--- src/rtl/edit_pkg.sv ---
// Shared edit-mode encodings and field indices.
// Used by the cursor controller, blinker and display mux.
package edit_pkg;

  typedef enum logic [1:0] {
    MODE_RUN        = 2'b00,
    MODE_ALARM_VIEW = 2'b01,
    MODE_SET_TIME   = 2'b10,
    MODE_SET_ALARM  = 2'b11
  } mode_e;

  localparam logic [1:0] FIELD_FIRST = 2'd0;
  localparam int TF_LAST = 2;
  localparam int AF_LAST = 3;

  function automatic mode_e next_mode(
    input mode_e m
  );
    case (m)
      MODE_RUN:        return MODE_ALARM_VIEW;
      MODE_ALARM_VIEW: return MODE_SET_TIME;
      MODE_SET_TIME:   return MODE_SET_ALARM;
      default:         return MODE_RUN;
    endcase
  endfunction

  function automatic logic [1:0] next_field(
    input logic [1:0] cur,
    input logic [1:0] last
  );
    return (cur == last) ? FIELD_FIRST
                         : cur + 2'd1;
  endfunction

endpackage

--- src/rtl/blink_gen.sv ---
// Half-period blink generator with sync restart.
// Ports: clk, rst, restart -> blink (1 = visible).
module blink_gen #(
  parameter int HALF = 250
) (
  input  logic clk,
  input  logic rst,
  input  logic restart,
  output logic blink
);

  localparam int W = (HALF > 1) ? $clog2(HALF) : 1;
  localparam logic [W-1:0] LAST = W'(HALF - 1);

  logic [W-1:0] cnt;

  always_ff @(posedge clk) begin
    if (rst || restart) begin
      cnt   <= '0;
      blink <= 1'b1;
    end else if (cnt == LAST) begin
      cnt   <= '0;
      blink <= ~blink;
    end else begin
      cnt   <= cnt + 1'b1;
    end
  end

endmodule

--- src/rtl/edit_cursor_ctrl.sv ---
// Alarm-clock edit controller: mode, cursors, blink, inc strobes.
// Ports: clk, rst, btn_mode/next/inc -> S, CW, CW1, BLINK, inc_*.
module edit_cursor_ctrl
  import edit_pkg::*;
#(
  parameter int CLK_HZ     = 1000,
  parameter int BLINK_HALF = CLK_HZ / 4,
  parameter int TIMEOUT    = CLK_HZ * 10,
  parameter int CW_MAX     = AF_LAST,
  parameter int CW1_MAX    = TF_LAST
) (
  input  logic       clk,
  input  logic       rst,
  input  logic       btn_mode,
  input  logic       btn_next,
  input  logic       btn_inc,
  output logic [1:0] S,
  output logic [1:0] CW,
  output logic [1:0] CW1,
  output logic       BLINK,
  output logic       inc_time,
  output logic       inc_alarm
);

  localparam int IW = (TIMEOUT > 1) ? $clog2(TIMEOUT) : 1;
  localparam logic [IW-1:0] IDLE_LAST = IW'(TIMEOUT - 1);
  localparam logic [1:0] CW_LAST  = 2'(CW_MAX);
  localparam logic [1:0] CW1_LAST = 2'(CW1_MAX);

  mode_e          s_q, s_d;
  logic [1:0]     cw_d, cw1_d;
  logic [IW-1:0]  idle_q, idle_d;
  logic           inc_t_d, inc_a_d;
  logic           set_mode, do_next, do_inc;
  logic           restart, timeout, tick;

  assign S = s_q;

  always_comb begin
    set_mode = (s_q == MODE_SET_TIME) ||
               (s_q == MODE_SET_ALARM);
    do_next  = set_mode & ~btn_mode & btn_next;
    do_inc   = set_mode & ~btn_mode & ~btn_next
             & btn_inc;
    restart  = btn_mode | do_next | do_inc;
    // a press on the timeout cycle cancels it
    timeout  = set_mode & ~restart
             & (idle_q == IDLE_LAST);
    tick     = set_mode & ~restart & ~timeout;

    s_d     = s_q;
    cw_d    = CW;
    cw1_d   = CW1;
    idle_d  = '0;
    inc_t_d = 1'b0;
    inc_a_d = 1'b0;

    unique case (1'b1)
      btn_mode: begin
        s_d = next_mode(s_q);
        if (s_d == MODE_SET_TIME)  cw1_d = FIELD_FIRST;
        if (s_d == MODE_SET_ALARM) cw_d  = FIELD_FIRST;
      end
      timeout: begin
        s_d   = MODE_RUN;
        cw_d  = FIELD_FIRST;
        cw1_d = FIELD_FIRST;
      end
      do_next: begin
        if (s_q == MODE_SET_TIME)
          cw1_d = next_field(CW1, CW1_LAST);
        else
          cw_d = next_field(CW, CW_LAST);
      end
      do_inc: begin
        inc_t_d = (s_q == MODE_SET_TIME);
        inc_a_d = (s_q == MODE_SET_ALARM);
      end
      tick: idle_d = idle_q + 1'b1;
      default: idle_d = '0;
    endcase
  end

  always_ff @(posedge clk) begin
    if (rst) begin
      s_q       <= MODE_RUN;
      CW        <= FIELD_FIRST;
      CW1       <= FIELD_FIRST;
      idle_q    <= '0;
      inc_time  <= 1'b0;
      inc_alarm <= 1'b0;
    end else begin
      s_q       <= s_d;
      CW        <= cw_d;
      CW1       <= cw1_d;
      idle_q    <= idle_d;
      inc_time  <= inc_t_d;
      inc_alarm <= inc_a_d;
    end
  end

  blink_gen #(
    .HALF (BLINK_HALF)
  ) u_blink (
    .clk     (clk),
    .rst     (rst),
    .restart (restart),
    .blink   (BLINK)
  );

endmodule

--- config.mk ---
export PLATFORM = sky130hd
export DESIGN_NAME = edit_cursor_ctrl
export DESIGN_NICKNAME = d
export VERILOG_FILES = /design/src/rtl/edit_pkg.sv /design/src/rtl/blink_gen.sv /design/src/rtl/edit_cursor_ctrl.sv
export SDC_FILE = /design/constraint.sdc
export NUM_CORES = 1
export LEC_CHECK = 0
export ABC_AREA = 1
export CORE_ASPECT_RATIO = 1.4
export CORE_MARGIN = 4
export CORE_UTILIZATION = 56
export DETAILED_ROUTE_END_ITERATION = 8
export PLACE_DENSITY = 0.78
export SLEW_MARGIN = 20
export SYNTH_ARGS = -nofsm -noshare
export SYNTH_HDL_FRONTEND = slang
export SYNTH_SLANG_ARGS = --single-unit
export TNS_END_PERCENT = 10
--- constraint.sdc ---
create_clock -name clk -period 1.7 [get_ports clk]
set_input_delay 0.17 -clock clk [delete_from_list [all_inputs] [get_ports clk]]
set_output_delay 0.17 -clock clk [all_outputs]
set_load 0.01 [all_outputs]
=== Yosys cells after proc, flatten, opt, wreduce, memory -nomap -nowiden ===
Index checks and enable logic that the tools add are counted.

* Register bits after elaboration: 31
* Bits in latches: 0
* Bits in writable memories: 0
* Bits in read-only memories: 0
* Logic and storage cells: 62
* Memories: 0

* Add/sub/neg operators: 4
* Multipliers: 0
* Divide/modulo/power cells: 0
* Order comparisons: 0
* Eq/ne operators: 13
* Shifts and indexed selects: 0
* Muxes and demuxes: 11
* Bitwise logic cells: 16
* Reduce and logical (&&, ||, !) cells: 10

{| class="wikitable"
|+ Operator list
! operator !! number
|-
| $pmux 2 s3 || 3
|-
| $add 14x1->14 const B || 1
|-
| $eq 14x14->1 const B || 1
|-
| $mux 2 || 7
|-
| $eq 2x2->1 const B || 6
|-
| $add 8x1->8 const B || 1
|-
| $eq 8x8->1 const B || 1
|-
| $and 1x1->1 || 7
|-
| $not 1->1 || 7
|-
| $ne 2x1->1 const B || 3
|-
| $reduce_and 3->1 || 2
|-
| $reduce_or 2->1 || 3
|-
| $add 2x1->2 const B || 2
|-
| $pmux 2 s2 || 1
|-
| $reduce_bool 3->1 || 1
|-
| $eq 2x1->1 const B || 1
|-
| $logic_not 2->1 || 1
|-
| $logic_or 1x1->1 || 2
|-
| $ne 2x2->1 const B || 1
|-
| $or 1x1->1 || 2
|-
| $reduce_bool 2->1 || 1
|}

=== Depth between registers and ports, before layout ===
Gate-level depths: netlist of run 1.

* Word-level depth: 13
* Depth in mapped cells: 12

=== Cells and area by module ===
Synthesis of run 1 repeated with hierarchy kept, for this count alone.

* Cells, all modules: 220
* Area, all modules: 1694.1 um^2

{| class="wikitable"
|+ Modules (own cells, without submodules)
! module !! instances !! cells each !! area an instance (um^2) !! sequential area each (um^2)
|-
| edit_cursor_ctrl || 1 || 163 || 1192.4 || 440.4
|-
| blink_gen || 1 || 57 || 501.7 || 180.2
|}

=== Worst setup path before layout of run 1 ===
No wires, ideal clock.

* Path kind: reg2reg
* From: register s_q[0], in the netlist S[0]
* To: register u_blink.cnt[4]
* Setup time: 73 ps
* Arrival time: 1523 ps
* Path slack: 104 ps
* Stages on the path, launching flop included: 10
* Buffers on the path: 0
* Cell sequence: dfxtp_1 > inv_1 > ha_1 > nor2_2 > nor3_4 > nor2_4 > nand2_2 > nor2_4 > nand2_4 > nor3b_2

* Cells in the longest elaborated chain, start to end: 8

{| class="wikitable"
|+ Ends and longest elaborated chain
! element !! line !! text
|-
| from (decl) || edit_cursor_ctrl.sv:30 || <nowiki>mode_e s_q, s_d;</nowiki>
|-
| from (signal assigned) || edit_cursor_ctrl.sv:86 || <nowiki>s_q <= MODE_RUN;</nowiki>
|-
| from (signal assigned) || edit_cursor_ctrl.sv:93 || <nowiki>s_q <= s_d;</nowiki>
|-
| $eq 2x2->1 (on tied branches) || edit_cursor_ctrl.sv:40, edit_cursor_ctrl.sv:41 ||
|-
| $logic_or 1x1->1 (*) || edit_cursor_ctrl.sv:40 || <nowiki>set_mode = (s_q == MODE_SET_TIME) ||</nowiki>
|-
| $and 1x1->1 (*) || edit_cursor_ctrl.sv:42, edit_cursor_ctrl.sv:43 ||
|-
| $and 1x1->1 (on tied branches) || edit_cursor_ctrl.sv:42, edit_cursor_ctrl.sv:43 ||
|-
| $or 1x1->1 or $and 1x1->1 (tied branches) || edit_cursor_ctrl.sv:45, edit_cursor_ctrl.sv:44 ||
|-
| $or 1x1->1 (*) || edit_cursor_ctrl.sv:45 || <nowiki>restart = btn_mode | do_next | do_inc;</nowiki>
|-
| $logic_or 1x1->1 (*) || blink_gen.sv:18 || <nowiki>if (rst || restart) begin</nowiki>
|-
| $reduce_or 2->1 (no line) (*) || - ||
|-
| to (signal assigned) || blink_gen.sv:25 || <nowiki>cnt <= cnt + 1'b1;</nowiki>
|-
| to (decl) || blink_gen.sv:15 || <nowiki>logic [W-1:0] cnt;</nowiki>
|}

Mark *: on every way between the ends. The rest lies on a longest branch, timed or not.
A chain may end at the register's enable or synchronous reset.

=== Worst setup path in the final report of run 1 ===
* From: register s_q[0], in the netlist S[0]
* To: register CW[1]

* Cells in the longest elaborated chain, start to end: 11

{| class="wikitable"
|+ Ends and longest elaborated chain
! element !! line !! text
|-
| $eq 2x2->1 (on tied branches) || - ||
|-
| $logic_or 1x1->1 || edit_cursor_ctrl.sv:40 ||
|-
| $and 1x1->1 || edit_cursor_ctrl.sv:42, edit_cursor_ctrl.sv:43 ||
|-
| $and 1x1->1 (on tied branches) || edit_cursor_ctrl.sv:42, edit_cursor_ctrl.sv:43 ||
|-
| $or 1x1->1 or $and 1x1->1 (tied branches) || edit_cursor_ctrl.sv:45, edit_cursor_ctrl.sv:44 ||
|-
| $or 1x1->1 || edit_cursor_ctrl.sv:45 ||
|-
| $not 1->1 || edit_cursor_ctrl.sv:47 || <nowiki>timeout = set_mode & ~restart</nowiki>
|-
| $and 1x1->1 || edit_cursor_ctrl.sv:47 ||
|-
| $and 1x1->1 || edit_cursor_ctrl.sv:48 || <nowiki>& (idle_q == IDLE_LAST);</nowiki>
|-
| $reduce_bool 3->1 (no line) || - ||
|-
| $reduce_and 3->1 (no line) || - ||
|-
| to (signal assigned) || edit_cursor_ctrl.sv:94 || <nowiki>CW <= cw_d;</nowiki>
|-
| to (decl) || edit_cursor_ctrl.sv:18 || <nowiki>output logic [1:0] CW,</nowiki>
|}

Parallel ways exist; a longest one is shown, timed or not. The select of a mux whose other input is x is not followed.

==> results of run 1 <==
-- worst max-delay path, cell delays in order, from the launching register on --
cell and delay, ps:
dfxtp_2 340, inv_2 70, ha_2 210, nor2_4 60
nor3_4 260, nand2_1 90, o21ai_0 80, inv_1 110
nand2_2 80, nand2_1 40, nand2_1 50, nor2_1 40
-- power groups by stage --
stage                     sequential [mW]  clock [mW]  combinational, mW
after floorplan                     0.775           0             0.0728
after CTS                           0.754       0.594              0.141
after detailed placement            0.770           0              0.140
final                               0.755       0.579              0.150
after global placement              0.769           0              0.136
after global routing                0.759       0.637              0.170
-- registers in the layout, summed over array words and instances, names as in the netlist --
name / flops
u_blink.blink: 1
S: 2
idle_q: 14
inc_time: 1
CW: 2
inc_alarm: 1
u_blink.cnt: 8
CW1: 2
-- through the flow --
step / cell area [µm²] / setup TNS [ps] / power (mW) / instances
after global routing: 1960 / -9.76 / 1.57 / 276
after CTS: 1910 / 0 / 1.49 / 275
after floorplan: 1620 / 0 / 0.848 / 213
after detailed placement: 1830 / 0 / 0.910 / 267
after global placement: 1830 / 0 / 0.905 / 267
final: 1960 / 0 / 1.48 / 276
-- kinds of logic after synthesis --
family / share of synthesized area
simple gates: 0.367
buf+inv: 0.0765
flops: 0.383
compound gates: 0.0441
xor+xnor: 0.0595
fa+ha+maj: 0.0696
-- area by class of cell --
class,instances,area [µm²]
Tap cell,36,45.0
Inverter,31,116
Timing Repair Buffer,20,186
Clock inverter,3,43.8
Sequential cell,31,627
Fill cell,242,741
Clock buffer,5,37.5
Multi-Input combinational cell,150,901
-- cell usage in the layout, fill, tap and decap left out, types with 5 or more instances in the layout --
cell type        Yosys  routed
nand2_1             30      30
a21oi_1             10       9
inv_1               29      28
dfxtp_1             31      28
nor3_1               5       5
ha_1                 9       7
nor2_1              39      38
clkdlybuf4s50_1      0      13
nand3_1             13      13
clkbuf_4             0       5
nand2_2              7       7
nor2_4               5       6
xor2_1               8       8
nand4_1              6       6
buf_4                1       6
-- how the worst max path moves through the flow --
stage                   from  cells past startpoint             end
detailed placement  btn_mode                      7           CW[0]
global route            S[0]                     11           CW[1]
CTS                     S[1]                      8           CW[0]
global placement    btn_mode                      9           CW[1]
finish                  S[0]                     11           CW[1]
floorplan               S[0]                      9  u_blink.cnt[4]
-- per-layer routing --
layer  wire (µm)  vias up
li1            -      723
met1        1250      641
met2        1670       27
met3         132       10
met4          80        0
met5           0        -
-- timing repair --
item	4_1_cts	5_1_grt
gates resized for setup	0	12
setup endpoints to repair	0	5
setup buffers	0	1
==> flow_summary.ini, run 1 <==
[setup_path]
r2r_end = CW[1]
cp.required_ps = 1940
reg2regPathDepth = 11
worstSetupPathType = reg2reg
cp.arrival_ps = 1790
r2r-start = S[0]
cp-end-kind = flop
cp_max_fo = 4
startpoint_type = flop
reg2reg_slack_ps = 150

[clock_tree]
cts_num_sinks = 31
cts_root_buf = clkbuf_4
cts_buffer_depth = 2
cts_tree = done
cts_buffers = 5
path_clk_slew_ps = 110
holdBufCountCts = 0
htreeDepth = 2
clkLatencyLatePin_ps = 340

[logic_synthesis]
ys.flop_type = dfxtp_1
yosysMostFrequentCell = nor2_1
synth-edff-count = 0
synthTopCellsByArea = dfxtp_1 38%, nor2_1 9.0%, ha_1 7.0%, nand2_1 7.0%, inv_1 6.7%
synthTopCellsByCount = 39 x nor2_1, 31 x dfxtp_1, 30 x nand2_1
ys_seq_area_frac = 0.383
yosysWarningCount = 0
synth_area_leader_cell = dfxtp_1
syn_area_um2 = 1620
synth_cell_type_count = 25
synth.avg_cell_area_um2 = 7.60
synth_fp_nets = 227
synthArstFlopShare = 0
netlist.area_leader.share = 0.383
synthCells = 213
ys_seq_elements = 31

[detailed_routing]
antenna_left = 0
drc = 0
routedWlPerCell_um = 11.3
num_vias = 1401
vias_per_cell = 5.08
wl_um = 3130
firstDrtPassIters = 4
drt-initial-drc-count = 16

[min_path]
whs_path_depth = 1
min_from = idle_q[0]
hp-class = reg2reg
holdPathEnd = idle_q[0]

[placed_design]
io_buffers = 13
place.gp.congestion = 0.922
dp_hpwl_um = 2340
dp_slack_ps = 52.5

[global_routing]
grt_usage = 0.195
antenna_found_initial = 0
grt.met3_usage = 0.0582
grtUsageMet1 = 0.192
grt_pass1_wl_um = 5600
top_usage_layer = met2
overflow = 0
grt_pass1_vias = 1357
grt_max_degree = 12
grt_util_met2 = 0.357

[power]
comb_power_share = 0.101
powerDensity_nw_per_um2 = 759
leakagePower_nw = 0.729
p_sw_mw = 0.365
seq_power_share = 0.509
swShare = 0.246
power_frac_clock = 0.390
irDropWorstVdd_uv = 603
p_int_mw = 1.12

[job]
max-cap-violations = 0

[cells_and_area]
drive_above_1_share = 0.196
post-route-util = 0.725
area_growth_pct = 20.9
fin_nets = 253
diodes = 0

[floorplan]
ios = 14
coreArea_um2 = 2700
start_util = 0.600
fp.dieW_um = 53.4
dieHeight_um = 71.6
core.rowCount = 22
die-area_um2 = 3830

[timing]
finalHoldViolations = 0
period_share = 0.912
worst_slack_ps = 149
tightest_slew_ps = 329
setup_violations = 0
relSlewSlack = 0.779
holdWs_ps = 461
drv_slew = 0
finalCriticalPeriod_ps = 1550
fin_skew_ps = 11.1
max_freq_mhz = 645

[run_status]
outcome = finished, final reports clean
(Power assumes the default switching activity.)
==> run 2: changes to the inputs <==
--- a/config.mk
+++ b/config.mk
@@ -7,7 +7,6 @@
 export LEC_CHECK = 0
 export ABC_AREA = 1
 export CORE_ASPECT_RATIO = 1.4
-export CORE_MARGIN = 4
 export CORE_UTILIZATION = 56
 export DETAILED_ROUTE_END_ITERATION = 8
 export PLACE_DENSITY = 0.78
==> run 2 against run 1 <==
Effect of this change: total power fell by 11%; final cell count fell by 0.36%; clock power fell by 28%; critical path depth fell by 1; sequential share of layout area rose by 0.45 points; non-clock buffer count fell by 1; largest power group unchanged.
==> flow_summary.ini, run 2 (same netlist as run 1, synthesis figures left out) <==
[timing]
setup_tns_ps = 0
max_freq_mhz = 650
setup_violations = 0
relSlewSlack = 0.789
period_share = 0.905
fin_skew_ps = 9.38
tightest_slew_ps = 314
finalCriticalPeriod_ps = 1540
finalHoldViolations = 0
drv_slew = 0

[clock_tree]
cts_buffer_depth = 2
cts_buffers = 5
cts_root_buf = clkbuf_4
cts_num_sinks = 31
cts_tree = done
post-cts-setup-buffers = 0
clkLatencyLatePin_ps = 340
holdBufCountCts = 0
htreeDepth = 2
path_clk_slew_ps = 90

[placed_design]
dpl-instance-area_um2 = 1840
io_buffers = 13
dp_hpwl_um = 2450
place.gp.congestion = 0.909

[global_routing]
grt_usage = 0.250
grt_pass1_wl_um = 5540
grt_max_degree = 11
antenna_found_initial = 0
overflow = 0
grt_pass1_vias = 1472

[setup_path]
worstSetupPathType = reg2reg
startpoint_type = flop
max_stage_delay_ps = 410
cp.required_ps = 1930
reg2reg_slack_ps = 160
r2r_end = CW[1]
crit_chain = ha_2, nor2_4, nor3_4, nand2_1, o21ai_0, inv_1, nand2_2, nand2_1, nand2_1, nor2_1
cp-endpoint = CW[1]
cp_max_fo = 6
cp_top_family = simple AND/OR/NAND/NOR gates
cp.arrival_ps = 1770
cp-end-kind = flop
crit_buf_inv = 1
slowest_stage = dfxtp_2
r2r-start = S[1]
cpMostUsedCell = nand2_1
path_depth = 10
critPathLaunch = S[1]
reg2regPathDepth = 10

[cells_and_area]
fin_nets = 252
largest_reg_flops = 14
mostFrequentLayoutCell = nor2_1
design_area_um2 = 1920
area_growth_pct = 18.7
max_flop_register = idle_q
post-route-util = 0.720
diodes = 0
drive_above_1_share = 0.176
final_cell_mix = 39 x nor2_1, 30 x nand2_1, 29 x inv_1
top_regs = idle_q: 14 flops, u_blink.cnt: 8 flops

[power]
powerDensity_nw_per_um2 = 687
p_total_mw = 1.32
irDropWorstVdd_uv = 548
leakagePower_nw = 0.713

[min_path]
hp-class = reg2reg

[floorplan]
dieHeight_um = 65.6
start_util = 0.606
fp.dieW_um = 47.4
coreArea_um2 = 2670
core.rowCount = 22
die-area_um2 = 3110
ios = 14

[detailed_routing]
wl_um = 3150
drt-initial-drc-count = 37
antenna_left = 0
num_vias = 1373
drc = 0
firstDrtPassIters = 4
routedWlPerCell_um = 11.4
vias_per_cell = 4.99

[run_status]
outcome = finished, final reports clean

[job]
max-cap-violations = 0
run 2: layout make-up:
class	instances	area (µm²)
clock buffer	6	41.3
multi-input combinational	150	895
sequential	31	624
tap	36	45.0
timing repair buffer	19	188
clock inverter	2	12.5
fill	234	748
inverter	31	116
run 2: metrics by stage:
step / setup WS (ps) / cells / hold WS (ps)
floorplan: 104 / 213 / 239
global placement: 144 / 267 / 453
detailed placement: 50.0 / 267 / 474
CTS: 69.0 / 275 / 480
global route: -6.24 / 275 / 475
finish: 162 / 275 / 455
run 2: report_power, final:
part,internal (mW),switching [mW]
combinational,0.0690,0.0784
clock,0.159,0.259
sequential,0.741,0.0145
run 2: repair_timing:
item | 4_1_cts | 5_1_grt
gates resized for setup | 0 | 7
hold endpoints to repair | 0 | 0
endpoints found under the setup margin | 0 | 6
run 2: per-layer routing:
metal	track usage	share of wire	up-vias
met5	0	0	-
met4	0.143	0.031	0
met3	0.0824	0.044	12
met2	0.449	0.54	31
met1	0.227	0.38	612
li1	-	-	718
run 2: worst min-delay path by stage:
| stage | start | end | slack [ps] | depth (start not counted) |
|---|---|---|---|---|
| detailed placement | u_blink.cnt[0] | u_blink.cnt[0] | 470 | 1 |
| global route | idle_q[0] | idle_q[0] | 480 | 1 |
| finish | idle_q[0] | idle_q[0] | 460 | 1 |
| CTS | btn_inc | inc_alarm | 480 | 3 |
| floorplan | rst | S[0] | 240 | 1 |
| global placement | idle_q[13] | idle_q[13] | 450 | 2 |
==> run 3: changes to the inputs <==
--- a/config.mk
+++ b/config.mk
@@ -9,7 +9,7 @@
 export CORE_ASPECT_RATIO = 1.4
 export CORE_UTILIZATION = 56
 export DETAILED_ROUTE_END_ITERATION = 8
-export PLACE_DENSITY = 0.78
+export PLACE_DENSITY = 0.88
 export SLEW_MARGIN = 20
 export SYNTH_ARGS = -nofsm -noshare
 export SYNTH_HDL_FRONTEND = slang
==> run 3 against run 2 <==
Effect of this change: clock power shrank 1%; total power decreased by 1.1%; core utilization is 0.75 points lower; global-route usage decreased by 3.6 points; critical path depth down 1; sequential cell count stayed put; clock skew down 4.7 ps; sequential power about the same.
==> flow_summary.ini, run 3 (same netlist as run 1, synthesis figures left out) <==
[run_status]
outcome = finished, final reports clean

[timing]
fin_skew_ps = 4.66
setup_violations = 0
setup_tns_ps = 0
period_share = 0.900
finalCriticalPeriod_ps = 1530
relSlewSlack = 0.777
grt_setup_unrepaired = no
finalHoldViolations = 0
tightest_slew_ps = 332
max_freq_mhz = 653
drv_slew = 0

[detailed_routing]
routedWlPerCell_um = 9.99
wl_um = 2740
vias_per_cell = 5.04
drt-initial-drc-count = 32
drc = 0
firstDrtPassIters = 4
antenna_left = 0
num_vias = 1381

[clock_tree]
cts_buffer_depth = 2
clkLatencyLatePin_ps = 330
cts_num_sinks = 31
holdBufCountCts = 0
path_clk_slew_ps = 90
cts_tree = done
htreeDepth = 2
cts_root_buf = clkbuf_4
cts_buffers = 5

[cells_and_area]
final_cell_mix = 38 x nor2_1, 30 x nand2_1, 29 x inv_1
drive_above_1_share = 0.168
fin_nets = 251
post-route-util = 0.712
diodes = 0
top_regs = idle_q: 14 flops, u_blink.cnt: 8 flops
fillerInstances = 223
area_growth_pct = 17.5
largest_reg_flops = 14
mostFrequentLayoutCell = nor2_1
max_flop_register = idle_q
design_area_um2 = 1900

[floorplan]
dieHeight_um = 65.6
ios = 14
die-area_um2 = 3110
core.rowCount = 22
coreArea_um2 = 2670
fp.dieW_um = 47.4
start_util = 0.606

[setup_path]
cp.arrival_ps = 1800
cp-end-kind = flop
slowest_stage = dfxtp_2
worstSetupPathType = reg2reg
cp.required_ps = 1970
max_stage_delay_ps = 350
crit_chain = inv_1, ha_1, nor2_4, nor3_4, nor2_4, nand2_2, nor2_4, nand2_4, nor3b_2
r2r-start = S[0]
cpMostUsedCell = nor2_4
critPathLaunch = S[0]
startpoint_type = flop
cp_max_fo = 8

[global_routing]
grt_pass1_vias = 1197
grt_usage = 0.214
grt_pass1_wl_um = 4710
grt_max_degree = 11
overflow = 0
antenna_found_initial = 0

[power]
leakagePower_nw = 0.710
irDropWorstVdd_uv = 610
p_total_mw = 1.31
powerDensity_nw_per_um2 = 687

[placed_design]
dp_hpwl_um = 2120
io_buffers = 13
place.gp.congestion = 0.795
dpl-instance-area_um2 = 1840

[min_path]
min_from = idle_q[0]
hp-class = reg2reg

[job]
max-cap-violations = 0
==> run 3: repair_timing <==
| item | CTS | global route |
|---|---|---|
| setup endpoints to repair | 0 | 5 |
| resized for setup | 0 | 5 |
| setup buffers | 0 | 0 |
==> run 3: per-layer routing <==
layer	vias up	global-route usage	wire length, µm
met3	8	0.0577	88
met4	0	0.129	92
met1	626	0.212	1150
met2	23	0.372	1400
li1	724	-	-
met5	-	0	0
==> run 3: path summary, 6_finish.rpt <==
check / end / slack (ps) / cells past startpoint
setup / recovery: u_blink.cnt[4] / 170 / 9
hold / removal: idle_q[0] / 440 / 1
setup reg to reg: u_blink.cnt[4] / 170 / 9
hold reg to reg: idle_q[0] / 440 / 1
==> run 3: area by class of cell <==
type | count | area (µm²) | share of cell area
repair buffers | 18 | 180 | 0.0947
clock buffers | 6 | 41.3 | 0.0217
flip-flops and latches | 31 | 624 | 0.328
clock inverters | 2 | 12.5 | 0.00658
multi-input cells | 150 | 882 | 0.464
inverters | 31 | 116 | 0.0612
well taps | 36 | 45.0 | 0.0237
==> run 3: report_power, final <==
group	internal [mW]	switching, mW
combinational	0.0640	0.0738
sequential	0.740	0.0144
clock	0.159	0.254
total	0.964	0.342
==> run 3: through the flow <==
step / std cells / worst slack (ps) / hold slack, ps
CTS: 274 / 77.1 / 469
global route: 274 / 28.3 / 464
finish: 274 / 169 / 444
global placement: 266 / 143 / 453
detailed placement: 266 / 79.8 / 463
floorplan: 213 / 104 / 239
==> run 3: worst max-delay path, delay by kind of cell (launching register included) <==
family                     cells  cell delay, ps
DFF                            1             350
adders and majority gates      1             240
and+or+nand+nor                7             790
buffers and inverters          1              70
